<file path="config.mk">
export PLATFORM = sky130hd
export DESIGN_NAME = load_store_unit
export DESIGN_NICKNAME = d
export VERILOG_FILES = /design/src/rtl/load_store_unit.sv
export SDC_FILE = /design/constraint.sdc
export NUM_CORES = 1
export LEC_CHECK = 0
export CORE_ASPECT_RATIO = 1.4
export CORE_MARGIN = 2
export CORE_UTILIZATION = 52
export DETAILED_ROUTE_END_ITERATION = 12
export GPL_TIMING_DRIVEN = 1
export HOLD_SLACK_MARGIN = 0.1
export PLACE_DENSITY = 0.85
export RECOVER_POWER = 100
export REMOVE_ABC_BUFFERS = 1
export SYNTH_ARGS = -nofsm -noshare
export SYNTH_HDL_FRONTEND = slang
export SYNTH_SLANG_ARGS = --single-unit
</file>
<file path="constraint.sdc">
create_clock -name clk -period 4.6 [get_ports clk]
set_input_delay 0.46 -clock clk [delete_from_list [all_inputs] [get_ports clk]]
set_output_delay 0.46 -clock clk [all_outputs]
set_load 0.05 [all_outputs]
</file>
<file path="src/rtl/load_store_unit.sv">
// -----------------------------------------------------------------------------
// load_store_unit
//
// Memory-access stage of the 16-bit datapath. Accepts load/store requests from
// execute over a valid/ready handshake. Stores go into a small circular store
// buffer and drain to the single data-memory port in cycles that carry no
// load. A load either reads memory combinationally or forwards from the
// youngest buffered store whose decoded address matches. In both cases the
// result is returned one cycle after acceptance.
//
// Ports
//   clk, rst            : rising-edge clock, asynchronous active-high reset
//   req_valid/req_ready : request handshake; req_ready comes from registered state only
//   req_we              : 1 = store, 0 = load
//   req_addr/req_wdata  : word address / store data
//   rsp_valid/rsp_rdata : one-cycle load response
//   mem_access_addr     : memory address (load address or drained store address)
//   mem_write_data      : drained store data
//   mem_write_en        : memory write strobe, memory writes on rising clk
//   mem_read            : memory read strobe
//   mem_read_data       : combinational memory read data
//   sb_empty            : store buffer holds no entries
// -----------------------------------------------------------------------------
module load_store_unit #(
    parameter int ADDR_W   = 16,
    parameter int DATA_W   = 16,
    parameter int SB_DEPTH = 2,
    parameter int RAM_AW   = 3
) (
    input  logic              clk,
    input  logic              rst,
    input  logic              req_valid,
    output logic              req_ready,
    input  logic              req_we,
    input  logic [ADDR_W-1:0] req_addr,
    input  logic [DATA_W-1:0] req_wdata,
    output logic              rsp_valid,
    output logic [DATA_W-1:0] rsp_rdata,
    output logic [ADDR_W-1:0] mem_access_addr,
    output logic [DATA_W-1:0] mem_write_data,
    output logic              mem_write_en,
    output logic              mem_read,
    input  logic [DATA_W-1:0] mem_read_data,
    output logic              sb_empty
);

    localparam int PTR_W = $clog2(SB_DEPTH);
    localparam int CNT_W = $clog2(SB_DEPTH + 1);

    // Store buffer storage and control state
    logic [ADDR_W-1:0] sb_addr_q [SB_DEPTH];
    logic [DATA_W-1:0] sb_data_q [SB_DEPTH];
    logic [PTR_W-1:0]  head_q, head_d;
    logic [PTR_W-1:0]  tail_q, tail_d;
    logic [CNT_W-1:0]  count_q, count_d;

    // Response registers
    logic              rsp_valid_q, rsp_valid_d;
    logic [DATA_W-1:0] rsp_rdata_q, rsp_rdata_d;

    // Per-cycle decisions
    logic              accept;
    logic              load_acc;
    logic              push;
    logic              pop;

    // Forwarding
    logic              fwd_hit;
    logic [DATA_W-1:0] fwd_data;
    logic [PTR_W-1:0]  fwd_idx;

    assign req_ready = (count_q != CNT_W'(SB_DEPTH));
    assign sb_empty  = (count_q == '0);

    // The handshake is ignored while reset is held, so the memory port stays
    // quiet during reset even if execute keeps a request asserted.
    assign accept   = req_valid && req_ready && !rst;
    assign load_acc = accept && !req_we;
    assign push     = accept && req_we;
    // A load owns the port; otherwise the head entry drains whenever one exists.
    assign pop      = !load_acc && !rst && (count_q != '0);

    // Walk the valid entries from oldest to youngest so the last match wins,
    // which selects the youngest matching store. Only the decoded low address
    // bits are compared, so aliases forward to each other exactly as memory
    // would resolve them.
    always_comb begin
        // NOTE: every always_comb output gets a default first, so no path can
        // leave a value unassigned and infer a latch.
        fwd_hit  = 1'b0;
        fwd_data = '0;
        fwd_idx  = '0;
        for (int i = 0; i < SB_DEPTH; i++) begin
            fwd_idx = head_q + PTR_W'(i);
            if ((CNT_W'(i) < count_q) &&
                (sb_addr_q[fwd_idx][RAM_AW-1:0] == req_addr[RAM_AW-1:0])) begin
                fwd_hit  = 1'b1;
                fwd_data = sb_data_q[fwd_idx];
            end
        end
    end

    // Memory port: a load cycle, a drain cycle, or idle with all outputs at zero.
    always_comb begin
        mem_access_addr = '0;
        mem_write_data  = '0;
        mem_write_en    = 1'b0;
        mem_read        = 1'b0;
        if (load_acc) begin
            mem_access_addr = req_addr;
            mem_read        = 1'b1;
        end else if (pop) begin
            mem_access_addr = sb_addr_q[head_q];
            mem_write_data  = sb_data_q[head_q];
            mem_write_en    = 1'b1;
        end
    end

    // Next-state for pointers, count and response
    always_comb begin
        head_d      = head_q;
        tail_d      = tail_q;
        count_d     = count_q + CNT_W'(push) - CNT_W'(pop);
        rsp_valid_d = load_acc;
        rsp_rdata_d = rsp_rdata_q;
        if (push) begin
            tail_d = tail_q + PTR_W'(1);
        end
        if (pop) begin
            head_d = head_q + PTR_W'(1);
        end
        if (load_acc) begin
            rsp_rdata_d = fwd_hit ? fwd_data : mem_read_data;
        end
    end

    // NOTE: state registers use non-blocking assignments so every flop samples
    // the pre-edge value of its inputs, independent of block ordering.
    always_ff @(posedge clk or posedge rst) begin
        if (rst) begin
            head_q      <= '0;
            tail_q      <= '0;
            count_q     <= '0;
            rsp_valid_q <= 1'b0;
            rsp_rdata_q <= '0;
        end else begin
            head_q      <= head_d;
            tail_q      <= tail_d;
            count_q     <= count_d;
            rsp_valid_q <= rsp_valid_d;
            rsp_rdata_q <= rsp_rdata_d;
        end
    end

    // NOTE: entry storage has no reset; an entry only counts once count_q
    // covers it, so clearing the pointers and count is enough to discard it.
    always_ff @(posedge clk) begin
        if (push) begin
            sb_addr_q[tail_q] <= req_addr;
            sb_data_q[tail_q] <= req_wdata;
        end
    end

    assign rsp_valid = rsp_valid_q;
    assign rsp_rdata = rsp_rdata_q;

endmodule

</file>
Word-level counts from Yosys, hierarchy flattened
Memories as Yosys holds them, arrays and structs flattened. Index checks and enable logic that the tools add are counted.

Input bits: 52. Logic and storage cells: 43. Bits in writable memories: 64. Memories: 2. Output and inout port bits: 53. Register bits: 21.

Reduce and logical (&&, ||, !) cells: 13. Add/sub/neg operators: 4. Multiplexer cells: 14. $lt $le $gt $ge: 2. Equal/unequal tests: 3.

Memory list: sb_addr_q (words 2, width 16, read ports 2, clocked after Yosys merged registers in 0, write ports 1, line 51) `logic [ADDR_W-1:0] sb_addr_q [SB_DEPTH];`; sb_data_q (words 2, width 16, read ports 2, clocked after Yosys merged registers in 0, write ports 1, line 52) `logic [DATA_W-1:0] sb_data_q [SB_DEPTH];`.

Operators with widths (count): 2-to-1 mux 16 bit (7); logical AND 1 bit (8); 2-to-1 mux 1 bit (7); equality test 3 bit (2); < comparator 1 x 2 -> 1 bit, first input constant (2); zero test 1 bit (3); adder 1 bit, second input constant (2); adder 2 x 1 -> 2 bit (1); zero test 2 bit (1); inequality test 2 bit, second input constant (1); nonzero test 2 bit (1); subtractor 2 x 1 -> 2 bit (1).

Logic depth before layout (Yosys ltp)
Depth after elaboration: 9. Gate-level depth with buffers: 10. Depth with buffers taken out: 8.

Least setup slack after synthesis
No wires, ideal clock.

Path kind: flip-flop to output port. From: register count_q[0]. To: output port mem_write_data[0]. Data required time: 4.140 ns. Path buffers: 3. Cell stages (with the launch flop): 11. Path slack: 1.102 ns. Arrival: 3.038 ns. Path through: dfrtp_1 nand2b_1 and3_1 nand2b_1 buf_2 inv_2 or3_1 clkbuf_1 inv_2 clkbuf_1 and2_1.

Cells in the longest elaborated chain, start to end: 9. Elaborated cells between the ends (all ways): 10. Classes of those cells: eq/ne: 1; mux: 2; reduce/logical: 7.

RTL lines: from (decl) (line 55) `logic [CNT_W-1:0] count_q, count_d;`; from (signal assigned) (line 149) `count_q <= count_d;`; inequality test 2 bit (*) (line 72) `assign req_ready = (count_q != CNT_W'(SB_DEPTH));`; named net req_ready (line 33) `output logic req_ready,`; logical AND 1 bit (*) (2 in a row) (line 77) `assign accept = req_valid && req_ready && !rst;`; logical AND 1 bit (*) (line 78) `assign load_acc = accept && !req_we;`; zero test 1 bit (line 81) `assign pop = !load_acc && !rst && (count_q != '0);`; logical AND 1 bit (2 in a row) (line 81); 2-to-1 mux 16 bit (line 112) `end else if (pop) begin`; 2-to-1 mux 16 bit (*) (line 109) `if (load_acc) begin`; to (decl) (line 40) `output logic [DATA_W-1:0] mem_write_data,`.

Mark *: on every way through the listed nets, which the timed path passes. The rest lies on a longest branch.

Worst setup path in the final report
From: input port rst. To: output port mem_write_data[4].

Cells in the longest elaborated chain, start to end: 8.

RTL lines: from (decl) (line 31) `input logic rst,`; zero test 1 bit (no line) (*); logical AND 1 bit (line 77); logical AND 1 bit (line 78); zero test 1 bit (line 81); logical AND 1 bit (2 in a row) (line 81); 2-to-1 mux 16 bit (line 112); 2-to-1 mux 16 bit (*) (line 109).

Mark *: on every way between the ends. The rest lies on a longest branch, timed or not.

==> results.yml <==
critical_path:
  critPathMaxFanout: 25
  required_ps: 4140
  worst_r2r_path_depth: 4
  critPathCaptureType: "output port"
  arrival_ps: 3500
  r2r_end: "sb_data_q[0][9]"
  critPathLaunchType: "primary input"
  rrSetupSlack_ps: 2000
  crit_start: "rst"
  worstSetupPathType: "in2out"
  endpoint: "mem_write_data[4]"
  r2r_start: "count_q[1]"
drt:
  via_count: 2675
  wl_per_cell_um: 17.9
  dr.pass1.iters: 4
  drt_wl_total_um: 8740
  drt_iter0_drc: 141
  ant_nets: 0
  viasPerCell: 5.47
  drc: 0
timing:
  maxSlewHeadroom_pct: -17.6
  finClkSkew_ps: 7.45
  tightest_slew_ps: 1760
  fin_setup_tns_ps: 0
  rsz0062_at_grt: "no"
  setup_ws_ps: 639
  drv_slew: 66
  period_minus_slack_ps: 3960
  fmax_ghz: 0.252
  finalHoldViolCount: 0
  finalSetupViolations: 0
  fin_crit_sh_pct: 86.1
synthesis:
  avgSynthCellArea_um2: 13.7
  ys_types: 26
  synth.cells.most_frequent: "64 x edfxtp_1, 48 x mux2i_1, 21 x dfrtp_1"
  yosys-top-cells-area: "edfxtp_1 49%, dfrtp_1 13%, mux2i_1 12%"
  synth_ff_type: "edfxtp_1"
  synth_fa_ha_area_share_pct: 0.318
  yosysMostFrequentCell: "edfxtp_1"
  synth.area.mux_share_pct: 17.7
  synth_xor_area_share_pct: 2.23
  synth_top_area_share_pct: 48.9
  ys_warn_count: 0
  ys_ff_latch: 85
  synth_top_family_by_area: "multiplexers"
  ys_seq_area_share_pct: 62.3
  syn_area_mm2: 0.00393
  synthCells: 286
  yosys.area_share.simple_pct: 7.80
  synth_compound_area_share_pct: 6.33
  synth.largest_area_cell: "edfxtp_1"
  async_flop_share_pct: 24.7
  synth-edff-count: 64
clock_tree:
  clk_pin_slew_ps: 80
  clk_latency_ps: 350
  post_cts_buffers: 0
  clk_path_buf_depth: 2
  cts_root_buf: "clkbuf_8"
  cts-htree-levels: 3
  cts_buffers: 9
  cts.hold.buffers_added: 0
  cts_tree: "done"
  cts_sinks: 85
  cts_resized: 0
global_routing:
  grt-ovfl-total: 0
  antenna_found_initial: 0
  grt_pass1_vias: 2805
  grt_max_degree: 45
  grt.total_usage_pct: 22.0
  grt_pass1_wl_um: 13800
finish:
  post-route-util_pct: 73.9
  diodes: 0
  layout.nets: 440
  num-fill-cells: 479
  drive_gt1_share_pct: 15.1
  area_growth_pct: 38.4
floorplan:
  fp.dieH_um: 107
  io_pins: 105
  die_w_um: 77.5
  start_util_pct: 53.4
  row_count: 37
  core_mm2: 0.00736
  die_area_mm2: 0.00828
power_and_ir_drop:
  p_leak_uw: 0.00209
  ir_drop_mv: 0.602
  p_per_area_mw_per_mm2: 601
  p_total_uw: 3270
run_status:
  status: "complete, but fails checks"
  violations: "capacitance limit, slew limit"
place:
  post-place-ws_ps: 590
  gp_congestion: 0.732
  portBuffers: 104
  dpl.hpwl_um: 5900
min_path:
  min_path_cells: 1
  hp-class: "reg2reg"
run:
  drv_cap: 2
[critical path, cell delays in order]
cell and delay, ps:
dlygate4sd3_1 580, inv_1 70, buf_4 290, and3_1 240, nand2b_1 90, inv_2 290, or3_1 740, inv_2 270
and2_0 290, buf_12 170
[how the worst min path moves through the flow]
stage                  from  slack, ps      endpoint
2_1_floorplan           rst        440    count_q[0]
3_3_place_gp   rsp_rdata[5]        500  rsp_rdata[5]
3_5_place_dp   rsp_rdata[5]        500  rsp_rdata[5]
4_1_cts                 rst        520    count_q[0]
5_1_grt        rsp_rdata[2]        550  rsp_rdata[2]
6_report       rsp_rdata[7]        510  rsp_rdata[7]
[stage by stage]
stage	cells	hold slack (ps)	cell area [µm²]
floorplan	267	442	3840
global placement	473	497	5390
detailed placement	473	504	5390
CTS	489	521	5590
global route	489	546	5440
finish	489	514	5440
[cell type report]
cell class              instances  area [µm²]  area share (%)
clock buffers                  11         131            2.41
clock inverters                 5        75.1            1.38
inverters                      10        37.5           0.690
multi-input cells             172        1360            24.9
flip-flops and latches         85        2450            45.0
well taps                      97         121            2.23
repair buffers                109        1270            23.4
[routing by layer]
layer | track usage, % | routed length [µm] | up-vias | share of wire [%]
met5 | 0 | 0 | - | 0
met4 | 6.63 | 93 | 0 | 1.1
met3 | 4.80 | 392 | 8 | 4.5
met2 | 39.9 | 4870 | 86 | 56
met1 | 25.8 | 3390 | 1312 | 39
li1 | - | - | 1269 | -
[kinds of logic after synthesis]
group	after synthesis
flip-flops	85
XOR/XNOR	10
buffers and inverters	29
multiplexers	67
AO/OA/AOI/OAI	33
AND/OR/NAND/NOR	61
adder cells (fa/ha/maj)	1
[state kept, by name, indices dropped and copies added, names as in the netlist]
name	cells
sb_addr_q	32
rsp_rdata	16
sb_data_q	32
count_q	2
head_q	1
tail_q	1
rsp_valid	1
[power breakdown]
| group | total, µW | internal (µW) | switching [µW] |
|---|---|---|---|
| Combinational | 1670 | 655 | 1010 |
| Clock | 554 | 304 | 251 |
| Sequential | 1050 | 959 | 89.6 |
| Total | 3270 | 1920 | 1350 |
[layout by cell type, fill, tap and decap left out, drive strengths merged, types with 2 or more instances in the layout]
master | netlist | routed
dfrtp | 21 | 21
nor3 | 16 | 16
clkdlybuf4s50 | 0 | 17
and3 | 2 | 2
dlygate4sd3 | 0 | 53
buf | 8 | 30
mux2i | 49 | 49
edfxtp | 64 | 64
mux2 | 18 | 18
o21ai | 16 | 16
and2 | 10 | 10
nand2 | 19 | 19
xor2 | 4 | 4
clkinv | 0 | 3
a221o | 16 | 16
clkbuf | 11 | 20
xnor2 | 6 | 6
nand2b | 2 | 2
nor2 | 9 | 9
inv | 10 | 10
bufinv | 0 | 2
No activity file was read; power rests on OpenSTA's default activity.
